**src/rtl/regfile4_pkg.sv**
```systemverilog
// Shared sizing constants for the 4-entry register file.
// No logic; imported by the top and its cells.
package regfile4_pkg;
  localparam int REG_COUNT = 4;
  localparam int ADDR_W    = 2;
  localparam int CNT_W     = 8;
  localparam logic [CNT_W-1:0] CNT_MAX = 8'd255;
endpackage

```
**src/rtl/regfile4_decoder.sv**
```systemverilog
// Gate-level 2-to-4 write-enable decoder (one-hot when en is high, all zero otherwise).
// Purely combinational, zero latency, no backpressure.
module decoder2to4 (
  input  wire       en,
  input  wire [1:0] addr,
  output wire [3:0] sel
);
  wire na0;
  wire na1;

  not u_n0 (na0, addr[0]);
  not u_n1 (na1, addr[1]);

  and u_a0 (sel[0], en, na1,     na0);
  and u_a1 (sel[1], en, na1,     addr[0]);
  and u_a2 (sel[2], en, addr[1], na0);
  and u_a3 (sel[3], en, addr[1], addr[0]);
endmodule

```
**src/rtl/regfile4_mux4.sv**
```systemverilog
// One-bit 4:1 mux cell; sel1 is the LSB, sel2 the MSB of the index.
// Purely combinational, zero latency, no backpressure.
module mux4 (
  input  logic in1,
  input  logic in2,
  input  logic in3,
  input  logic in4,
  input  logic sel1,
  input  logic sel2,
  output logic out
);
  always_comb begin
    case ({sel2, sel1})
      2'b00:   out = in1;
      2'b01:   out = in2;
      2'b10:   out = in3;
      default: out = in4;
    endcase
  end
endmodule

```
**src/rtl/regfile4.sv**
```systemverilog
// 4-entry register file: one write port, two async read ports, optional bypass and zero register.
// Reads are zero-latency; writes land on the rising edge; never stalls.
module regfile4
  import regfile4_pkg::*;
#(
  parameter int WIDTH    = 8,
  parameter bit BYPASS   = 1'b1,
  parameter bit ZERO_REG = 1'b0
) (
  input  logic              clk,
  input  logic              reset,
  input  logic              wr_en,
  input  logic [ADDR_W-1:0] wr_addr,
  input  logic [WIDTH-1:0]  wr_data,
  input  logic [ADDR_W-1:0] rd_addr_a,
  output logic [WIDTH-1:0]  rd_data_a,
  input  logic [ADDR_W-1:0] rd_addr_b,
  output logic [WIDTH-1:0]  rd_data_b,
  output logic [CNT_W-1:0]  wr_count
);
  logic [REG_COUNT-1:0] wr_sel;
  logic [WIDTH-1:0]     regs [REG_COUNT];
  logic [WIDTH-1:0]     mux_a;
  logic [WIDTH-1:0]     mux_b;
  logic                 wr_accept;

  decoder2to4 u_dec (
    .en   (wr_en),
    .addr (wr_addr),
    .sel  (wr_sel)
  );

  // Reset gates acceptance so bypass cannot leak wr_data while reset is held.
  assign wr_accept = wr_en && !reset && !(ZERO_REG && (wr_addr == '0));

  always_ff @(posedge clk or posedge reset) begin
    if (reset) begin
      for (int i = 0; i < REG_COUNT; i++) regs[i] <= '0;
    end else begin
      for (int i = 0; i < REG_COUNT; i++) begin
        if (wr_sel[i] && !(ZERO_REG && (i == 0))) regs[i] <= wr_data;
      end
    end
  end

  always_ff @(posedge clk or posedge reset) begin
    if (reset) begin
      wr_count <= '0;
    end else if (wr_accept && (wr_count != CNT_MAX)) begin
      wr_count <= wr_count + 1'b1;
    end
  end

  for (genvar b = 0; b < WIDTH; b++) begin : g_bit
    mux4 u_mux_a (
      .in1  (regs[0][b]),
      .in2  (regs[1][b]),
      .in3  (regs[2][b]),
      .in4  (regs[3][b]),
      .sel1 (rd_addr_a[0]),
      .sel2 (rd_addr_a[1]),
      .out  (mux_a[b])
    );
    mux4 u_mux_b (
      .in1  (regs[0][b]),
      .in2  (regs[1][b]),
      .in3  (regs[2][b]),
      .in4  (regs[3][b]),
      .sel1 (rd_addr_b[0]),
      .sel2 (rd_addr_b[1]),
      .out  (mux_b[b])
    );
  end

  always_comb begin
    rd_data_a = mux_a;
    if (BYPASS && wr_accept && (rd_addr_a == wr_addr)) rd_data_a = wr_data;
    if (ZERO_REG && (rd_addr_a == '0)) rd_data_a = '0;
  end

  always_comb begin
    rd_data_b = mux_b;
    if (BYPASS && wr_accept && (rd_addr_b == wr_addr)) rd_data_b = wr_data;
    if (ZERO_REG && (rd_addr_b == '0)) rd_data_b = '0;
  end
endmodule
```
**config.mk**
```make
export PLATFORM = sky130hd
export DESIGN_NAME = regfile4
export DESIGN_NICKNAME = d
export VERILOG_FILES = /design/src/rtl/regfile4_pkg.sv /design/src/rtl/regfile4_decoder.sv /design/src/rtl/regfile4_mux4.sv /design/src/rtl/regfile4.sv
export SDC_FILE = /design/constraint.sdc
export NUM_CORES = 1
export LEC_CHECK = 0
export CORE_AREA = 2 2 72 74
export CTS_CLUSTER_DIAMETER = 200
export CTS_CLUSTER_SIZE = 40
export DETAILED_ROUTE_END_ITERATION = 16
export DIE_AREA = 0 0 74 76
export GPL_TIMING_DRIVEN = 0
export PLACE_DENSITY = 0.74
export REMOVE_ABC_BUFFERS = 1
export SYNTH_ARGS = -nofsm -noshare
export SYNTH_HDL_FRONTEND = slang
export SYNTH_SLANG_ARGS = --single-unit
```
**constraint.sdc**
```tcl
create_clock -name clk -period 1.4 [get_ports clk]
set_input_delay 0.14 -clock clk [delete_from_list [all_inputs] [get_ports clk]]
set_output_delay 0.14 -clock clk [all_outputs]
set_load 0.01 [all_outputs]
```
# == After elaboration in Yosys (flattened, before gate mapping) ==
# Cells that the tools add are included.
# totals
reg_bits,40
latch_bits,0
ramBits,0
mem_bits_ro,0
input_bits,17
output_inout_bits,24
wordCells,44
memories,0
# op_classes
addsub,1
mul,0
div_mod_pow,0
n_lt_le_gt_ge,0
n_eq_ne,7
shifts,0
muxes,18
bitwise,2
n_reduce_logical,11
# op_table
operator,count
$pmux W1 S3,16
$mux W8,2
$reduce_and A3 Y1,4
$add A8 B1 Y8 const B,1
$ne A8 B8 Y1 const B,1
$eq A2 B1 Y1 const B,2
$eq A2 B2 Y1,2
$eq A2 B2 Y1 const B,2
$logic_and A1 B1 Y1,4
$logic_not A2 Y1,2
$not A1 Y1,2
$logic_not A1 Y1,1

# == Longest topological paths before layout ==
# Gate-level depths: netlist of run 1.
# logic_depth
ltp_word,4
depth_mapped,5
ltp_nobuf,4

# == Modules after synthesis ==
# Synthesis of run 1 repeated with hierarchy kept, for this count alone.
# unflattened
cells_unflattened,144
area_unflattened_um2,2234.6
# by_module_without_submodules
module,n_inst,cells_per_inst,area_per_inst_um2
regfile4,1,124,1836.8
mux4,16,1,22.5
decoder2to4,1,4,37.5

# == Worst setup path after synthesis of run 1 ==
# No wires, ideal clock.
# synth_timing
path_type,flip-flop to flip-flop
start,register wr_count[3]
end,register wr_count[1]
arrival_ns,1.362
required_ns,1.275
setup_slack_ns,-0.087
path_stages_with_launch,6
n_path_buf,1
synth_period_minus_slack_ns,1.487
cell_sequence,dfrtp_1 and2_1 buf_2 nand4_1 o21ai_1 mux2_2
# synth_via
elab_chain_len,2
# synth_lines
element,line_no,text
"start, declared",regfile4.sv:19,output logic [CNT_W-1:0] wr_count
"start signal, assigned",regfile4.sv:50,wr_count <= wr_count + 1'b1;
$ne A8 B8 Y1,regfile4.sv:49,end else if (wr_accept && (wr_count != CNT_MAX)) begin
$logic_and A1 B1 Y1,regfile4.sv:49,
# Every way passes these cells.
# A chain may end at the register's enable or synchronous reset.

# == Final worst setup path of run 1 ==
# layout_timing
start,register regs[0] in the netlist's numbering
end,output rd_data_a[0]
# layout_via
elab_chain_len,2
# layout_lines
element,line_no,text
"start, declared",regfile4.sv:22,logic [WIDTH-1:0] regs [REG_COUNT];
"start signal, assigned by index",regfile4.sv:41,if (wr_sel[i] && !(ZERO_REG && (i == 0))) regs[i] <= wr_data;
$pmux W1 S3,regfile4_mux4.sv:13,"case ({sel2, sel1})"
$mux W8,regfile4.sv:77,if (BYPASS && wr_accept && (rd_addr_a == wr_addr)) rd_data_a = wr_data;
"end, declared",regfile4.sv:16,"output logic [WIDTH-1:0] rd_data_a,"
# Every way passes these cells.

==> run summary, run 1 <==
For the number of global-route vias before repair, the log shows 1608. Sequential cells account for 38.8% of the total power. In this run the cell area measured after placement is 0.002648 mm^2. Based on the critical path, the design can be clocked at up to 580.8 MHz.

Summing every instance area after synthesis gives 0.002200 mm^2. For this design, the CTS-stage hold fixing added 0 buffers. Measured along the x axis, the die boundary spans 74 um.

The later-pin clock latency in the skew report is 290 ps. Of the cells placed in the final design, the portion with a size suffix greater than 1 is 61.46%. The tools report the capture point of the critical path as rd_data_a[0]. The number of buffers and inverters on the critical path came out at 1. For the total global routing overflow, the log shows 0. The slew of the pin with the lowest slew margin is 829.3 ps, and the wire length of the first global-routing pass is 8204 um. The maximum number of pins on one net before global-route repair is 41. For this configuration, the core starts out at a cell density of 44.78%. Worst reg2reg path endpoint: wr_count[1]$_DFFE_PP0P_.

The worst hold slack after final layout came out at 165.4 ps. The least setup slack across all paths after layout was -321.7 ps. The number of antenna violations at the first check in global routing came out at 0. The worst setup path is captured at an output pin. Walking the worst path, the cells encountered are mux4_2 > mux2_4 > buf_6. The required time of the critical path came out at 1260 ps. The number of hold-slack violations in the final timing report is 0.

CTS placed an instance of sky130_fd_sc_hd__clkbuf_8 at the clock tree root. After the first detailed-routing iteration, the DRC count stood at 67. Data arrives at the worst endpoint at 1580 ps. The count of vias placed by the detailed router came out at 1588.

Setup repair after global routing could not meet its margin everywhere. In this run the power density over the cells is 1360 mW/mm^2. Average wire per cell in the routed design: 18.96 um. Summed over all cells, the static leakage comes to 1.344 nW. The clock transition at the register clock pins on the worst setup and hold paths after CTS was 80 ps.

The share of power burned in combinational logic was 38.9%; the number of antenna repair diodes was 0. The logs give 222 for the number of nets in the layout and 3394 um for the post-detailed-placement half-perimeter wirelength. The share of the Yosys chip area taken by registers is 45.51%.

The flow ran to the end, but the final reports show violations. Across the VDD grid, the largest voltage drop is 930.4 uV. The number of stages on the worst setup path came out at 3. The tools report the start of the worst register-to-register path as wr_count[4]$_DFFE_PP0P_.

The share of the cycle needed by the critical path after routing is 123.0%. The checks that failed: negative setup slack. The logs give 19.35% for the global-route usage over all layers and 1.193 mW for the switching power of the nets. 41 I/O pins were placed.

After synthesis, the netlist uses 25 different library cells. The floorplan has 26 rows. The largest single stage delay on the critical path is 480 ps. The count of input and output buffers came out at 40. The cell accounting for the most synthesized area was sky130_fd_sc_hd__dfrtp_1. Synthesis inferred 40 register bits. The number of buffers created by CTS is 5, and the internal power is 2.965 mW. The remaining routing DRC violations was 0. Adding up every negative setup slack in the final design gives -4748 ps.

The worst min-delay path class is in2async. For this run, the detailed router's first-pass iteration total came to 4. The synthesized area per cell came out at 14.96 um^2. The final critical-path required period came out at 1722 ps. After synthesis, the cell types taking the most area are sky130_fd_sc_hd__dfrtp_1 (46%), sky130_fd_sc_hd__mux2_2 (25%), sky130_fd_sc_hd__mux4_2 (16%). At the end of routability-driven placement, the weighted congestion stood at 0.8139. In this run the worst setup path begins at regs[0]$_DFFE_PP0P_. Compared with the post-synthesis result, the final layout area differs by 38.96%. Headroom to the max-slew limit came out at 44.63%. Using the TritonRoute via totals, the vias-per-cell ratio works out to 5.775. Per report_power, the clock group accounts for 22.3% of the total.

The tools report the count of nets left with antenna violations after detail routing as 0. On the critical path the largest part of the delay comes from multiplexers. The tools report the final standard cell utilization of the core as 62.23%. Along the worst path, the maximum fanout reaches 3.

The count of pins over their slew limit came out at 0. The area share of the largest cell type after synthesis works out to 45.51%. At the placement stage, the worst setup path has a slack of -1400 ps. The reg2reg setup slack is 30 ps, and the number of instances in the synthesized netlist is 147. The number of cells on the worst reg-to-reg path came out at 4. STA classifies the critical path startpoint as a flop. For the number of setup violations in the final report, the log shows 16. The worst setup path is of the reg2out kind.

With fillers left out, the area of the finished cells amounts to 0.003057 mm^2. The H-tree generated during clock tree synthesis spans 2 levels. TritonCTS built the clock tree. The tool flagged a number of max-cap violations equal to 0. The switching power share of the total came out at 28.70%.

The overall die height is 76 um. The run gives 4.158 mW as the overall power. The floorplan step defined a die boundary enclosing 0.005624 mm^2. The area of the core was 0.004912 mm^2. The longest clock path from root to sink contains 2 buffers. The tools report the overall routed net length as 5214 um.

On the critical path, the stage with the largest delay is an instance of sky130_fd_sc_hd__mux4_2. The Yosys step of the flow raised 0 warnings. In this run, placement finished with an instance count of 250.

Clock skew on the completed layout was measured at 1.682 ps. The count of cells in the finished layout, fillers not included, comes to 275. CTS saw 40 sinks.
## per-layer routing
layer  GRT usage, %  share of wire [%]  up-vias
met4          4.364                1.7        0
met3          4.497                4.7       11
met1          25.56                 42      832
li1               -                  -      684
met5              0                  0        -
met2          32.23                 52       61
## power groups by stage
stage / Sequential [mW] / Combinational, mW / Clock, mW
CTS: 1.60 / 1.55 / 0.950
floorplan: 1.62 / 0.712 / 0
detailed placement: 1.64 / 1.32 / 0
finish: 1.61 / 1.62 / 0.926
global route: 1.64 / 1.72 / 1.00
global placement: 1.61 / 1.28 / 0
## cell type report
class                   count  area, um^2
fillers                   357        1856
multi-input cells          99        1291
flip-flops and latches     40        1002
repair buffers             57       564.3
well taps                  70       87.58
clock buffers               6       72.57
clock inverters             2       35.03
inverters                   1       3.754
## worst min-delay path by stage
stage	from	to	slack, ps	depth (start not counted)
3_3_place_gp	regs[9]$_DFFE_PP0P_	regs[9]$_DFFE_PP0P_	500	1
6_report	reset	wr_count[2]$_DFFE_PP0P_	170	2
4_1_cts	reset	wr_count[2]$_DFFE_PP0P_	180	2
2_1_floorplan	wr_data[0]	regs[0]$_DFFE_PP0P_	290	1
3_5_place_dp	regs[29]$_DFFE_PP0P_	regs[29]$_DFFE_PP0P_	510	1
5_1_grt	reset	wr_count[2]$_DFFE_PP0P_	240	2
## layout by cell type (no fill, tap or decap), types with 2 or more instances in the layout
master / netlist / routed
sky130_fd_sc_hd__buf_6: 0 / 18
sky130_fd_sc_hd__nand4_1: 2 / 2
sky130_fd_sc_hd__clkdlybuf4s15_2: 0 / 3
sky130_fd_sc_hd__buf_4: 2 / 14
sky130_fd_sc_hd__o211ai_1: 2 / 2
sky130_fd_sc_hd__xnor2_2: 0 / 4
sky130_fd_sc_hd__dfrtp_1: 40 / 39
sky130_fd_sc_hd__clkdlybuf4s50_1: 0 / 12
sky130_fd_sc_hd__mux4_2: 16 / 16
sky130_fd_sc_hd__nand3_4: 0 / 2
sky130_fd_sc_hd__clkbuf_8: 0 / 5
sky130_fd_sc_hd__mux2_2: 49 / 34
sky130_fd_sc_hd__dlymetal6s2s_1: 0 / 3
sky130_fd_sc_hd__xnor2_1: 6 / 2
sky130_fd_sc_hd__a31oi_1: 2 / 2
sky130_fd_sc_hd__nand3b_1: 2 / 2
sky130_fd_sc_hd__a21oi_1: 3 / 3
sky130_fd_sc_hd__dlygate4sd2_1: 0 / 4
sky130_fd_sc_hd__mux2_4: 0 / 16
sky130_fd_sc_hd__nand3_1: 4 / 2
## kinds of logic after synthesis
family          synth area share, %
flops                         45.51
buf+inv                       1.990
compound gates                2.901
fa+ha+maj                    0.5687
mux                           41.98
xor+xnor                      2.389
simple gates                  4.665
## synthesized netlist by cell type (all sizes together)
cell type	instances
mux2	50
dfrtp	40
mux4	16
buf	7
xnor2	6
nand3	4
a21oi	3
a31oi	2
nand2	2
nand3b	2
nand4	2
o211ai	2
a41oi	1
and2	1
and2b	1
and3	1
and4	1
ha	1
inv	1
nor2b	1
nor3b	1
o21a	1
o21ai	1
## repair_timing
item / CTS / global route
buffers inserted: 14 / 4
gates resized for setup: 125 / 15
pin swaps: 1 / 5
endpoints found under the setup margin: 55 / 19
## state kept, by name (all words and copies together) (netlist names)
signal,cells
wr_count,8
regs,32
No activity file was read; power rests on OpenSTA's default activity.
==> inputs of run 2 (changes only) <==
--- a/config.mk
+++ b/config.mk
@@ -5,13 +5,14 @@
 export SDC_FILE = /design/constraint.sdc
 export NUM_CORES = 1
 export LEC_CHECK = 0
-export CORE_AREA = 2 2 72 74
+export CORE_AREA = 2 2 73 75
 export CTS_CLUSTER_DIAMETER = 200
 export CTS_CLUSTER_SIZE = 40
 export DETAILED_ROUTE_END_ITERATION = 16
-export DIE_AREA = 0 0 74 76
+export DIE_AREA = 0 0 75 77
+export GPL_ROUTABILITY_DRIVEN = 0
 export GPL_TIMING_DRIVEN = 0
-export PLACE_DENSITY = 0.74
+export PLACE_DENSITY = 0.72
 export REMOVE_ABC_BUFFERS = 1
 export SYNTH_ARGS = -nofsm -noshare
 export SYNTH_HDL_FRONTEND = slang
==> run 2 against run 1 <==
Net effect:
- the flow still finishes with violations (negative setup slack)
- utilization down 0.51 points
- setup slack gained 0.60 ps
- routed wire length up 3.5%
==> run summary, run 2 (synthesis results as in run 1) <==
The flow ran to the end, but the final reports show violations. Violated checks: negative setup slack (unchanged). The tools report the multi-input combinational cell area as 0.001294 mm^2 (was 0.001291 mm^2). The remaining routing DRC violations was 0 (unchanged).

Via-per-instance ratio: 5.611 (was 5.775). The tools report the cell at the root of the clock tree as sky130_fd_sc_hd__clkbuf_8 (unchanged). The kind of cell with the highest combined delay on the critical path is multiplexers (unchanged). The clock transition at the register clock pins on the worst setup and hold paths after CTS was 80 ps (about the same). Kind of critical path: reg2out (unchanged). The required time of the critical path is 1260 ps (about the same), and the count of maximum capacitance violations is 0 (unchanged). The count of input and output buffers came out at 40 (unchanged). The detailed router's first-iteration violation count is 40 (was 67), and the average wire per cell in the routed design is 19.26 um (was 18.96 um).

The capturing element type of the critical path was an output pin (unchanged). Longest individual stage delay on the worst path: 490 ps (was 480 ps). Worst reg2reg path endpoint: wr_count[1]$_DFFE_PP0P_ (unchanged). The number of cells on the worst reg-to-reg path came out at 4 (unchanged). The count of vias placed by the detailed router was 1571 (was 1588). The internal power was 2.782 mW (was 2.965 mW). The logs give 0.003072 mm^2 (was 0.003057 mm^2) for the area of all placed cells without fillers and 41 (unchanged) for the maximum number of pins on one net before global-route repair. The tools report the highest clock rate as 581.0 MHz (was 580.8 MHz).

The switching power share of the total is 30.41% (was 28.70%). The logs give 61.71% (was 62.23%) for the final standard cell utilization of the core and 0.004977 mm^2 (was 0.004912 mm^2) for the area of the core. Global-route usage over all layers: 20.36% (was 19.35%). The tools report the post-place instance area as 0.002648 mm^2 (unchanged). The most congested layer reported by global routing was met2 (unchanged).

The later-pin clock latency in the skew report is 290 ps (about the same), and the overall die height is 77 um (was 76 um). The share of the cycle needed by the critical path after routing is 122.9% (was 123.0%), and the slew of the pin with the lowest slew margin is 841.3 ps (was 829.3 ps). The run gives 4.205% (was 4.497%) as the met3 usage in global routing. For the final cell count without fillers, the log shows 280 (was 275). The run gives 1.216 mW (was 1.193 mW) as the switching power of the nets. For the final worst clock skew, the log shows 1.156 ps (was 1.682 ps). Commonest cells after routing, fill and taps aside: sky130_fd_sc_hd__dfrtp_1 (39), sky130_fd_sc_hd__mux2_2 (33), sky130_fd_sc_hd__buf_4 (19) (was sky130_fd_sc_hd__dfrtp_1 (39), sky130_fd_sc_hd__mux2_2 (34), sky130_fd_sc_hd__buf_6 (18)).

The area of the die is 0.005775 mm^2 (was 0.005624 mm^2). For the number of setup violations in the final report, the log shows 16 (unchanged). The tools report the data arrival time of the critical path as 1580 ps (about the same). The number of buffers and inverters on the critical path was 1 (unchanged). The leakage power is 1.376 nW (was 1.344 nW), and the CTS H-tree depth is 2 (unchanged).

The power per cell area was 1302 mW/mm^2 (was 1360 mW/mm^2). The sequential power share is 40.6% (was 38.8%). The overall routed net length is 5394 um (was 5214 um). The run gives 2 (unchanged) as the number of buffers between clock root and the deepest sink. The number of antenna violations at the first check in global routing came out at 0 (unchanged).

The tools report the start point of the critical path as regs[2]$_DFFE_PP0P_ (was regs[0]$_DFFE_PP0P_). For the number of nets in the layout, the log shows 227 (was 222). CP Cell Sequence: mux4_2 > mux2_4 > buf_6 (unchanged).

The number of flip-flops in the largest register came out at 32 (unchanged). The kind of start point of the critical path is a flop (unchanged). For the overall power, the log shows 3.999 mW (was 4.158 mW). Biggest regs: regs (32), wr_count (8) (unchanged). The logs give 32.89% (was 32.23%) for the met2 layer usage reported by global route and 43.83% (was 44.63%) for the headroom to the max-slew limit. The start of the worst register-to-register path was wr_count[0]$_DFFE_PP0P_ (was wr_count[4]$_DFFE_PP0P_). The library cell contributing the largest single delay on the critical path is sky130_fd_sc_hd__mux4_2 (unchanged). The number of buffers created by CTS is 5 (unchanged). Number of hold-slack violations in the final timing report: 0 (unchanged).

The logs give 0.001002 mm^2 (unchanged) for the sequential cell area and 177.2 ps (was 165.4 ps) for the worst hold slack after final layout. The worst min-delay path class is in2async (unchanged). The run gives 40.4% (was 38.9%) as the share of power burned in combinational logic. The relative area change from synthesis to final layout is 39.65% (was 38.96%), and the share of layout cells above drive strength 1 is 62.38% (was 61.46%). Total number of clock tree sinks: 40 (unchanged).

Capture point of the critical path: rd_data_a[2] (was rd_data_a[0]). The final critical-path required period is 1721 ps (was 1722 ps). The post-detailed-placement half-perimeter wirelength was 3404 um (was 3394 um).

The total global routing overflow was 0 (unchanged); the count of boundary I/O pins was 41 (unchanged). Setup repair after global routing could not meet its margin everywhere. The number of stages on the worst setup path is 3 (unchanged). TritonCTS built the clock tree. The logs give 26.43% (was 25.56%) for the met1 demand-to-capacity share in global routing and 19.0% (was 22.3%) for the share of power burned in the clock network. The most common library cell in the layout ignoring fill and taps was sky130_fd_sc_hd__dfrtp_1 (unchanged). The least setup slack across all paths after layout is -321.1 ps (was -321.7 ps), and the fill cell total of the finished layout is 371 (was 357). The tools report the count of nets left with antenna violations after detail routing as 0 (unchanged).

Starting density of the core: 44.19% (was 44.78%). The largest register by flop count was regs (unchanged). The logs give 8811 um (was 8204 um) for the wire length of the first global-routing pass and 26 (unchanged) for the row count. The number of placed instances with taps included is 250 (unchanged), and the number of antenna repair diodes is 0 (unchanged). The floorplan die width was 75 um (was 74 um). The logs give 1763 (was 1608) for the number of global-route vias before repair and 0 (unchanged) for the count of pins over their slew limit. The reg2reg setup slack was 70 ps (was 30 ps).

The largest fanout of any net on the critical path was 3 (unchanged); the length of the first detailed-routing pass in iterations was 6 (was 4). The peak supply drop is 767.7 uV (was 930.4 uV).
## run 2: changes by cell type in the layout (fill, tap and decap cells not counted), sizes merged
cell / before / now
buf: 34 / 40
bufinv: 1 / 0
clkbuf: 7 / 6
clkdlybuf4s15: 3 / 2
clkdlybuf4s50: 12 / 10
clkinv: 1 / 3
dlygate4sd2: 4 / 5
dlymetal6s2s: 3 / 4
## run 2: routing by layer
| metal | vias to the layer above | wire length (um) |
|---|---|---|
| met5 | - | 0 |
| met4 | 0 | 89 |
| met3 | 10 | 256 |
| met1 | 812 | 2289 |
| li1 | 691 | - |
| met2 | 58 | 2757 |
## run 2: how the worst min path moves through the flow
stage	start	endpoint	depth (start not counted)
floorplan	wr_data[0]	regs[0]$_DFFE_PP0P_	1
global placement	regs[9]$_DFFE_PP0P_	regs[9]$_DFFE_PP0P_	1
detailed placement	regs[21]$_DFFE_PP0P_	regs[21]$_DFFE_PP0P_	1
CTS	reset	wr_count[0]$_DFFE_PP0P_	2
global route	reset	wr_count[4]$_DFFE_PP0P_	2
finish	reset	wr_count[2]$_DFFE_PP0P_	2
## run 2: final cells by class
cell class / count / area share, %
Multi-Input combinational cell: 99 / 42.12
Clock inverter: 3 / 0.6110
Inverter: 1 / 0.1222
Timing Repair Buffer: 62 / 19.43
Tap cell: 70 / 2.851
Sequential cell: 40 / 32.63
Clock buffer: 5 / 2.240
## run 2: power by group through the flow
stage	Clock, mW	Sequential (mW)	Combinational (mW)
after CTS	0.778	1.61	1.50
after floorplan	0	1.62	0.712
after global placement	0	1.60	1.28
final	0.758	1.62	1.62
after detailed placement	0	1.64	1.33
after global routing	0.825	1.66	1.73
## run 2: worst reg2reg max path, delay by kind of cell, from the launching register on
family	cells	cell delay, ps
adder cells (fa/ha/maj)	1	210
AND/OR/NAND/NOR	1	100
multiplexers	1	310
AO/OA/AOI/OAI	1	190
flip-flops	1	390
## run 2: timing repair
action	CTS	global route
setup buffers	15	8
setup endpoints to repair	54	30
resized for setup	128	17
hold buffers	0	0
pin swaps	2	3
endpoints found under the hold margin	0	0
## run 2: through the flow
| stage | setup TNS [ps] | worst slack (ps) |
|---|---|---|
| 6_report | -4756 | -321.1 |
| 5_1_grt | -5426 | -362.3 |
| 4_1_cts | -4771 | -314.4 |
| 3_5_place_dp | -35610 | -1381 |
| 3_3_place_gp | -54070 | -1372 |
| 2_1_floorplan | -58.82 | -58.82 |
==> inputs of run 3 (changes only) <==
--- a/config.mk
+++ b/config.mk
@@ -5,15 +5,16 @@
 export SDC_FILE = /design/constraint.sdc
 export NUM_CORES = 1
 export LEC_CHECK = 0
-export CORE_AREA = 2 2 73 75
+export CORE_AREA = 5 5 76 78
 export CTS_CLUSTER_DIAMETER = 200
 export CTS_CLUSTER_SIZE = 40
 export DETAILED_ROUTE_END_ITERATION = 16
-export DIE_AREA = 0 0 75 77
+export DIE_AREA = 0 0 81 83
 export GPL_ROUTABILITY_DRIVEN = 0
 export GPL_TIMING_DRIVEN = 0
 export PLACE_DENSITY = 0.72
 export REMOVE_ABC_BUFFERS = 1
+export SETUP_SLACK_MARGIN = 0.2
 export SYNTH_ARGS = -nofsm -noshare
 export SYNTH_HDL_FRONTEND = slang
 export SYNTH_SLANG_ARGS = --single-unit
==> run 3 against run 2 <==
Net effect:
- the flow still finishes with violations (negative setup slack)
- via count up 2.2%
- first-iteration DRC count up 15%
- non-clock buffer count up 11
- count of clock-buffer cells in the layout up 1
- cell area up 3.3%
- maximum frequency up 0.49%
- sequential power about the same
- critical endpoint is now rd_data_a[3]
- flip-flop and latch count unchanged
- highest routed layer unchanged
- largest power group is now combinational cells
==> run summary, run 3 (synthesis results as in run 1) <==
The run finished, with violations left. Violated checks: negative setup slack (unchanged). The starting density of the core was 43.91% (was 44.19%). The row count was 26 (unchanged). The CTS H-tree depth was 2 (unchanged); the share of power burned in the clock network was 17.6% (was 19.0%). The count of input and output buffers was 40 (unchanged); the global-route usage over all layers was 18.43% (was 20.36%). The overall die height is 83 um (was 77 um).

Kind of start point of the critical path: a flop (unchanged). The total global routing overflow was 0 (unchanged); the area of all placed cells without fillers was 0.003174 mm^2 (was 0.003072 mm^2). Kind of cell with the highest combined delay on the critical path: multiplexers (unchanged).

TritonCTS built the clock tree. The slew of the pin with the lowest slew margin is 828.6 ps (was 841.3 ps). The logs give 39.2% (was 40.6%) for the sequential power share and -4693 ps (was -4756 ps) for the total negative slack. The number of buffers and inverters on the critical path is 1 (unchanged), and the floorplan die width is 81 um (was 75 um).

The count of vias placed by the detailed router is 1605 (was 1571), and the number of setup violations in the final report is 16 (unchanged). The number of hold buffers added after CTS came out at 0 (unchanged). The average wire per cell in the routed design is 19.61 um (was 19.26 um).

The tools report the final worst clock skew as 2.367 ps (was 1.156 ps). For the count of pins over their slew limit, the log shows 0 (unchanged). The run gives 0.002648 mm^2 (unchanged) as the post-place instance area. The later-pin clock latency in the skew report was 290 ps (about the same). For the highest clock rate, the log shows 583.8 MHz (was 581.0 MHz). Setup repair after global routing could not meet its margin everywhere. Largest fanout of any net on the critical path: 3 (unchanged). For the total number of clock tree sinks, the log shows 40 (unchanged). The overall routed net length is 5688 um (was 5394 um), and the number of buffers created by CTS is 5 (unchanged).

Number of nets in the layout: 238 (was 227). For the share of power burned in combinational logic, the log shows 43.2% (was 40.4%). Data arrival time of the critical path: 1570 ps (was 1580 ps). The area of the die came out at 0.006723 mm^2 (was 0.005775 mm^2). Commonest cells after routing, fill and taps aside: sky130_fd_sc_hd__dfrtp_1 (39), sky130_fd_sc_hd__mux2_2 (32), sky130_fd_sc_hd__buf_4 (30) (was sky130_fd_sc_hd__dfrtp_1 (39), sky130_fd_sc_hd__mux2_2 (33), sky130_fd_sc_hd__buf_4 (19)). The final critical-path required period is 1713 ps (was 1721 ps), and the peak supply drop is 690.9 uV (was 767.7 uV). The fill cell total of the finished layout is 390 (was 371), and the remaining routing DRC violations is 0 (unchanged). The share of the cycle needed by the critical path after routing came out at 122.3% (was 122.9%). For the count of maximum capacitance violations, the log shows 0 (unchanged). The most common library cell in the layout ignoring fill and taps is sky130_fd_sc_hd__dfrtp_1 (unchanged). CP Cell Sequence: mux4_2 > mux2_4 > buf_6 (unchanged).

Biggest regs: regs (32), wr_count (8) (unchanged). The capturing element type of the critical path is an output pin (unchanged). The detailed router's first-iteration violation count was 46 (was 40). The overall power was 4.110 mW (was 3.999 mW). The met2 layer usage reported by global route was 32.86% (was 32.89%). Longest individual stage delay on the worst path: 490 ps (about the same). The run gives 1784 (was 1763) as the number of global-route vias before repair.

The worst min-delay path class is in2async (unchanged). The library cell contributing the largest single delay on the critical path was sky130_fd_sc_hd__mux4_2 (unchanged). The power per cell area is 1295 mW/mm^2 (was 1302 mW/mm^2), and the number of hold-slack violations in the final timing report is 0 (unchanged).

For the worst hold slack after final layout, the log shows 29.65 ps (was 177.2 ps). Largest register by flop count: regs (unchanged). The area of the core is 0.005010 mm^2 (was 0.004977 mm^2). The post-detailed-placement half-perimeter wirelength came out at 3555 um (was 3404 um).

The tools report the reg2reg setup slack as 50 ps (was 70 ps). The kind of critical path was reg2out (unchanged). The clock transition at the register clock pins on the worst setup and hold paths after CTS works out to 70 ps (was 80 ps). The run gives 2.846 mW (was 2.782 mW) as the internal power. The headroom to the max-slew limit came out at 44.68% (was 43.83%). Count of boundary I/O pins: 41 (unchanged). The met1 demand-to-capacity share in global routing is 21.48% (was 26.43%), and the via-per-instance ratio is 5.534 (was 5.611).

The tools report the maximum number of pins on one net before global-route repair as 41 (unchanged). The met3 usage in global routing is 4.437% (was 4.205%), and the share of layout cells above drive strength 1 is 68.64% (was 62.38%). Number of flip-flops in the largest register: 32 (unchanged).

Cell at the root of the clock tree: sky130_fd_sc_hd__clkbuf_8 (unchanged). The number of buffers between clock root and the deepest sink was 2 (unchanged). The count of nets left with antenna violations after detail routing was 0 (unchanged); the required time of the critical path was 1260 ps (about the same). The least setup slack across all paths after layout is -312.8 ps (was -321.1 ps), and the leakage power is 1.412 nW (was 1.376 nW). The most congested layer reported by global routing was met2 (unchanged).

Wire length of the first global-routing pass: 9335 um (was 8811 um). Switching power share of the total: 30.75% (was 30.41%). Final standard cell utilization of the core: 63.36% (was 61.71%). The relative area change from synthesis to final layout came out at 44.31% (was 39.65%). For the length of the first detailed-routing pass in iterations, the log shows 4 (was 6). The number of antenna repair diodes came out at 0 (unchanged). The number of antenna violations at the first check in global routing is 0 (unchanged), and the switching power of the nets is 1.264 mW (was 1.216 mW).
==> run 3: metal layers <==
metal / part of all wire, % / wire [um]
met1: 40 / 2258
met2: 55 / 3125
met3: 4.1 / 233
met4: 1.2 / 70
met5: 0 / 0
==> run 3: layout make-up <==
class                   count  area, um^2  area share [%]
multi-input cells          99        1365           43.00
flip-flops and latches     40        1002           31.57
repair buffers             73       638.1           20.10
well taps                  70       87.58           2.759
clock buffers               6       72.57           2.286
clock inverters             1       5.005          0.1577
inverters                   1       3.754          0.1183
==> run 3: stage by stage <==
step,setup slack (ps),instances
after floorplan,-58.82,140
after global placement,-1379,250
after detailed placement,-1383,250
after CTS,-321.4,285
after global routing,-365.4,290
final,-312.8,290
==> run 3: repair_timing <==
item,in CTS,in global routing
pin swaps,10,4
buffers inserted,28,5
resized for setup,155,15
endpoints found under the setup margin,63,25
==> run 3: final timing paths <==
kind | from | endpoint | depth (start not counted)
worst min-delay path | reset | wr_count[2]$_DFFE_PP0P_ | 2
min in group clk | wr_en | regs[1]$_DFFE_PP0P_ | 3
max in group asynchronous | reset | wr_count[5]$_DFFE_PP0P_ | 2
worst max-delay path | regs[3]$_DFFE_PP0P_ | rd_data_a[3] | 3
worst max register to register | wr_count[4]$_DFFE_PP0P_ | wr_count[1]$_DFFE_PP0P_ | 4
worst min register to register | regs[8]$_DFFE_PP0P_ | regs[8]$_DFFE_PP0P_ | 1
==> run 3: power groups by stage <==
stage                     clock network, mW  registers, mW  logic, mW
after global placement                    0           1.60       1.29
after floorplan                           0           1.62      0.712
after CTS                             0.740           1.59       1.70
final                                 0.723           1.61       1.78
after detailed placement                  0           1.64       1.34
after global routing                  0.789           1.65       1.91
==> RTL edit 1: new RTL, config.mk and constraints of run 2 <==
Make the reset (`reset`) synchronous in 2 clocked blocks. Comments in the files are not updated.
--- a/src/rtl/regfile4.sv
+++ b/src/rtl/regfile4.sv
@@ -35,3 +35,3 @@
 
-  always_ff @(posedge clk or posedge reset) begin
+  always_ff @(posedge clk) begin
     if (reset) begin
@@ -45,3 +45,3 @@
 
-  always_ff @(posedge clk or posedge reset) begin
+  always_ff @(posedge clk) begin
     if (reset) begin
Function: differs if reset is asserted again (counterexample within 4 cycles, from zero or initial values and one cycle with reset high); with reset held inactive, the same outputs for 10 cycles.
==> RTL edit 1 against run 2 <==
Synthesized cell count grew 12%; design area shrank 0.41%; worst setup slack lost 0.077 ns; the run still ends with setup timing left; non-clock buffer count shrank 16; routed wire length grew 2.2%; critical path depth grew 1; via count grew 1.9%; highest routed layer unchanged; synthesized area grew 9.7%; sequential cell count is the same.
Power is not compared: it rests on default switching activity, and its combinational part moved more than twofold at a synthesized area within 25%.
==> RTL edit 1: results (changes against run 2) <==
| Metric | Value |
|---|---|
| Post-synth EDFFs | 32 (+32) |
| All-layer global routing usage | 0.2081 (+0.004543) |
| Area grow syn2layout | 26.75% |
| Setup TNS | -4.807 ns (-0.05073 ns) |
| CP max FO | 2 (-1) |
| Reg2Reg Depth | 3 (-1) |
| Post-synth top cells | 32 x edfxtp_1, 25 x and2_1, 16 x mux2_4, 16 x mux4_2, 12 x and3_1 |
| Setup ws final | -0.3981 ns (-0.07704 ns) |
| Top Registers | regs (32), wr_count (8) |
| RR Startpoint | wr_count[4] |
| Clock buffer depth | 2 (unchanged) |
| Placed cell area | 2840 µm² (+7.3%) |
| Syn Inst Count | 165 (+12%) |
| Placed cell count | 266 (+6.4%) |
| Unique masters post-synth | 37 (+48%) |
| Hold worst-path end | wr_count[7] |
| Crit path DAT | 1.66 ns (+0.08 ns) |
| Area contributors post-synth | edfxtp_1 40%, mux4_2 15%, mux2_4 10% |
| Max VDD drop | 0.5700 mV |
| First-pass GRT wire length | 8.687 mm (-1.4%) |
| Clk_skew | 0.001706 ns (+0.0005496 ns) |
| Initial antenna violation count | 0 (unchanged) |
| Synth async-reset ratio | 0 (-1.000) |
| Max reg flops | 32 (unchanged) |
| Worst hold path class | input pin to flip-flop |
| Clock Tree Root | clkbuf_8 |
| Vias in the first global route | 1,751 (-0.68%) |
| Reg-to-Reg End | wr_count[0] |
| Post-DR vias/cell | 5.718 (+1.9%) |
| Status | finished with violations |
| Worst setup path startpoint | regs[2][2] |
| CTS clk-pin slew, worst paths | 0.08 ns (about the same) |
| Setup violators final | 16 (unchanged) |
| Drt first pass iters | 4 (-2) |
| Slew HR | 0.6606 (+0.2223) |
| Initial detailed-routing violation count | 66 (+65%) |
| Layout cells sized above 1 | 0.4286 (-0.1952) |
| Drt wl/cell | 19.69 µm (+2.2%) |
| Pre-CTS setup slack | -1.220 ns (+0.1603 ns) |
| Largest net degree at the start of global routing | 17 (-59%) |
| Post-Route WL | 5.513 mm (+2.2%) |
| Flop2flop setup slack | 0.07 ns (about the same) |
| Failing checks | setup timing |
| Post-DP HPWL | 3.887 mm (+14%) |
| Seq/Total Area, Yosys | 0.4645 (+0.009427) |
==> RTL edit 1: worst max-delay path, stage by stage, from the launching register on <==
cell	delay, ns
edfxtp_1	0.39
buf_4	0.14
mux4_2	0.44
mux2_4	0.27
buf_6	0.12
==> RTL edit 1: metrics by stage <==
step                power, W  hold slack (ns)
finish              0.002978           0.3037
global placement    0.002018           0.4936
detailed placement  0.002050           0.5015
CTS                 0.002991           0.2933
floorplan           0.001747           0.2121
global route        0.003092           0.3335
==> RTL edit 1: power by group <==
part | switching (W) | total (W) | internal (W)
Combinational | 0.000257 | 0.000645 | 0.000388
Sequential | 0.0000458 | 0.00141 | 0.00136
Clock | 0.000395 | 0.000924 | 0.000529
Total | 0.000698 | 0.00298 | 0.00228
==> RTL edit 1: timing repair <==
action	CTS	global route
cloned	0	0
pin swaps	0	1
endpoints found under the setup margin	75	46
resized for setup	112	12
setup buffers	3	3
==> RTL edit 1: layout make-up <==
cell class                 instances  area [µm²]
clock buffer                       6       72.57
clock inverter                     2       35.03
timing repair buffer              46       470.5
inverter                           2       7.507
fill                             389        1918
tap                               70       87.58
sequential                        40        1132
multi-input combinational        114        1254
==> RTL edit 1: cells by family (layout without fill, tap and decap cells) <==
group / Yosys count / after routing / share of synthesized area
adders and majority gates: 1 / 1 / 0.005183
AOI/OAI and AO/OA: 12 / 12 / 0.03941
xor gates and xnor gates: 4 / 4 / 0.02696
and+or+nand+nor: 60 / 60 / 0.1654
muxes: 37 / 37 / 0.2701
DFF: 40 / 40 / 0.4645
buffers and inverters: 11 / 56 / 0.02851
==> RTL edit 1: worst max-delay path by stage <==
stage,end,cells after the start,slack (ns)
after CTS,rd_data_b[2],4,-0.42
after detailed placement,rd_data_a[5],4,-1.22
after global placement,rd_data_b[5],4,-1.17
final,rd_data_b[2],4,-0.40
after global routing,rd_data_b[2],4,-0.47
after floorplan,wr_count[0],4,-0.01
==> RTL edit 1: per-layer routing <==
| layer | vias to the layer above | global-route usage | wire length, µm |
|---|---|---|---|
| li1 | 736 | - | - |
| met1 | 804 | 0.2140 | 1925 |
| met2 | 53 | 0.3825 | 3149 |
| met3 | 8 | 0.04731 | 359 |
| met4 | 0 | 0.09643 | 78 |
| met5 | - | 0 | 0 |
==> RTL edit 2: new RTL, settings of run 2 <==
Without the edit above. Change the parameter `BYPASS` from 1'b1 to 1'b0.
--- a/src/rtl/regfile4.sv
+++ b/src/rtl/regfile4.sv
@@ -6,3 +6,3 @@
   parameter int WIDTH    = 8,
-  parameter bit BYPASS   = 1'b1,
+  parameter bit BYPASS   = 1'b0,
   parameter bit ZERO_REG = 1'b0
Behaviour: not the same (Yosys sat finds a counterexample within 4 cycles, from zero or initial values and one cycle with reset high).
==> RTL edit 2 against run 2 <==
Sequential cell count stayed put; routed wire length is 11% lower; clock power is 22% higher; design area is 11% lower; largest cell class unchanged; power is 0.29% higher; synthesized area is 2.4% lower; highest routed layer unchanged; the run still ends with setup timing left; largest power group unchanged; sequential share of layout area is 4.2 points higher; worst setup slack better by 0.26 ns.
==> RTL edit 2: results (changes against run 2) <==
| Metric | Value |
|---|---|
| Drt wl/cell | 18.84 µm (-2.2%) |
| Status | finished with violations |
| Vias in the first global route | 1,574 (-11%) |
| Met1 wire length | 1.893 mm (-17%) |
| Setup violators final | 16 (unchanged) |
| Post-DP HPWL | 3.155 mm (-7.3%) |
| Flop2flop setup slack | 0.05 ns (-0.02 ns) |
| Fillers | 426 (+15%) |
| WL met2 | 2.627 mm (-4.7%) |
| Crit path DAT | 1.33 ns (-0.25 ns) |
| Nets | 201 (-11%) |
| Failing checks | setup timing |
| Drt first pass iters | 5 (-1) |
| Initial detailed-routing violation count | 76 (+90%) |
| First-pass GRT wire length | 7.707 mm (-13%) |
| Clk_skew | 0.002828 ns (+0.001672 ns) |
| Post-DR vias/cell | 5.449 (-2.9%) |
| Unique masters post-synth | 30 (+20%) |
| Setup TNS | -0.7516 ns (+4.005 ns) |
| Adder-cell area share of the yosys netlist | 0.005828 (+0.0001392) |
| Post-synthesis mux area share | 0.3566 (-0.06315) |
| Max VDD drop | 0.8905 mV (+16%) |
| All-layer global routing usage | 0.1806 (-0.02298) |
| Synth Area in Compound Gates | 0.01748 (-0.01153) |
| Area contributors post-synth | dfrtp_1 47%, mux2_2 19%, mux4_2 17% |
| Setup ws final | -0.06598 ns (+0.2551 ns) |
| Met3 wire len | 237 µm (-7.4%) |
| Pleak | 1.130 nW (-18%) |
| Seq/Total Area, Yosys | 0.4662 (+0.01114) |
| XOR/XNOR Fraction of Synth Area | 0.008159 (-0.01573) |
| Layout cells sized above 1 | 0.5870 (-0.03685) |
## RTL edit 2: changes by cell type in the layout (fill, tap and decap cells not counted), sizes merged, moves of 3 or more
cell | before | now
clkdlybuf4s50 | 10 | 15
dlymetal6s2s | 4 | 1
mux2 | 50 | 36
buf | 40 | 28
xnor2 | 6 | 1
## RTL edit 2: cell families (layout without fill, tap and decap cells)
kind of cell	Yosys count	in the layout
xor+xnor	2	2
fa+ha+maj	1	1
compound gates	6	6
simple gates	22	22
buf+inv	22	61
flops	40	40
mux	52	52
## RTL edit 2: worst max-delay path by stage
stage                 startpoint           end  depth (start not counted)
finish                   regs[6]  rd_data_a[6]                          2
global route            regs[14]  rd_data_a[6]                          2
CTS                      regs[6]  rd_data_a[6]                          2
detailed placement  rd_addr_b[0]  rd_data_b[3]                          3
global placement    rd_addr_b[0]  rd_data_b[3]                          3
floorplan            wr_count[0]   wr_count[1]                          4
## RTL edit 2: layout make-up
cell class                 instances  area [µm²]  share of cell area
multi-input combinational         83        1023              0.3744
tap                               70       87.58             0.03204
clock inverter                     3       42.54             0.01556
timing repair buffer              52       500.5              0.1831
sequential                        40        1007              0.3684
inverter                           1       3.754            0.001373
clock buffer                       5       68.82             0.02517
## RTL edit 2: repair_timing
item / in CTS / in global routing
endpoints found under the hold margin: 0 / 0
pin swaps: 2 / 4
setup endpoints to repair: 36 / 28
setup buffers: 9 / 3
resized for setup: 95 / 10
## RTL edit 2: report_power, final
group / leakage, nW / total, W / internal [W] / switching, W
Clock: 0.0541 / 0.000927 / 0.000527 / 0.000400
Sequential: 0.474 / 0.00166 / 0.00143 / 0.000228
Combinational: 0.603 / 0.00142 / 0.000864 / 0.000557
## RTL edit 2: worst max-delay path, stage by stage (launching register included)
cell and delay, ns:
dfrtp_1 0.40, mux4_2 0.50, buf_6 0.14
## RTL edit 2: stage by stage
stage	utilization	cell area [µm²]	hold WS [ns]	cells	setup slack (ns)
6_report	0.5493	2734	0.4062	254	-0.06598
3_5_place_dp	0.4990	2484	0.5113	234	-0.8940
3_3_place_gp	0.4990	2484	0.4987	234	-0.8517
5_1_grt	0.5493	2734	0.4459	254	-0.1268
4_1_cts	0.5347	2661	0.4247	251	-0.08846
2_1_floorplan	-	1996	0.2905	124	-0.04864
## RTL edit 2: routing by layer
layer	vias to the layer above	GRT usage
met5	-	0
met4	0	0.05357
met3	2	0.05125
met2	45	0.3149
met1	728	0.2102
li1	609	-
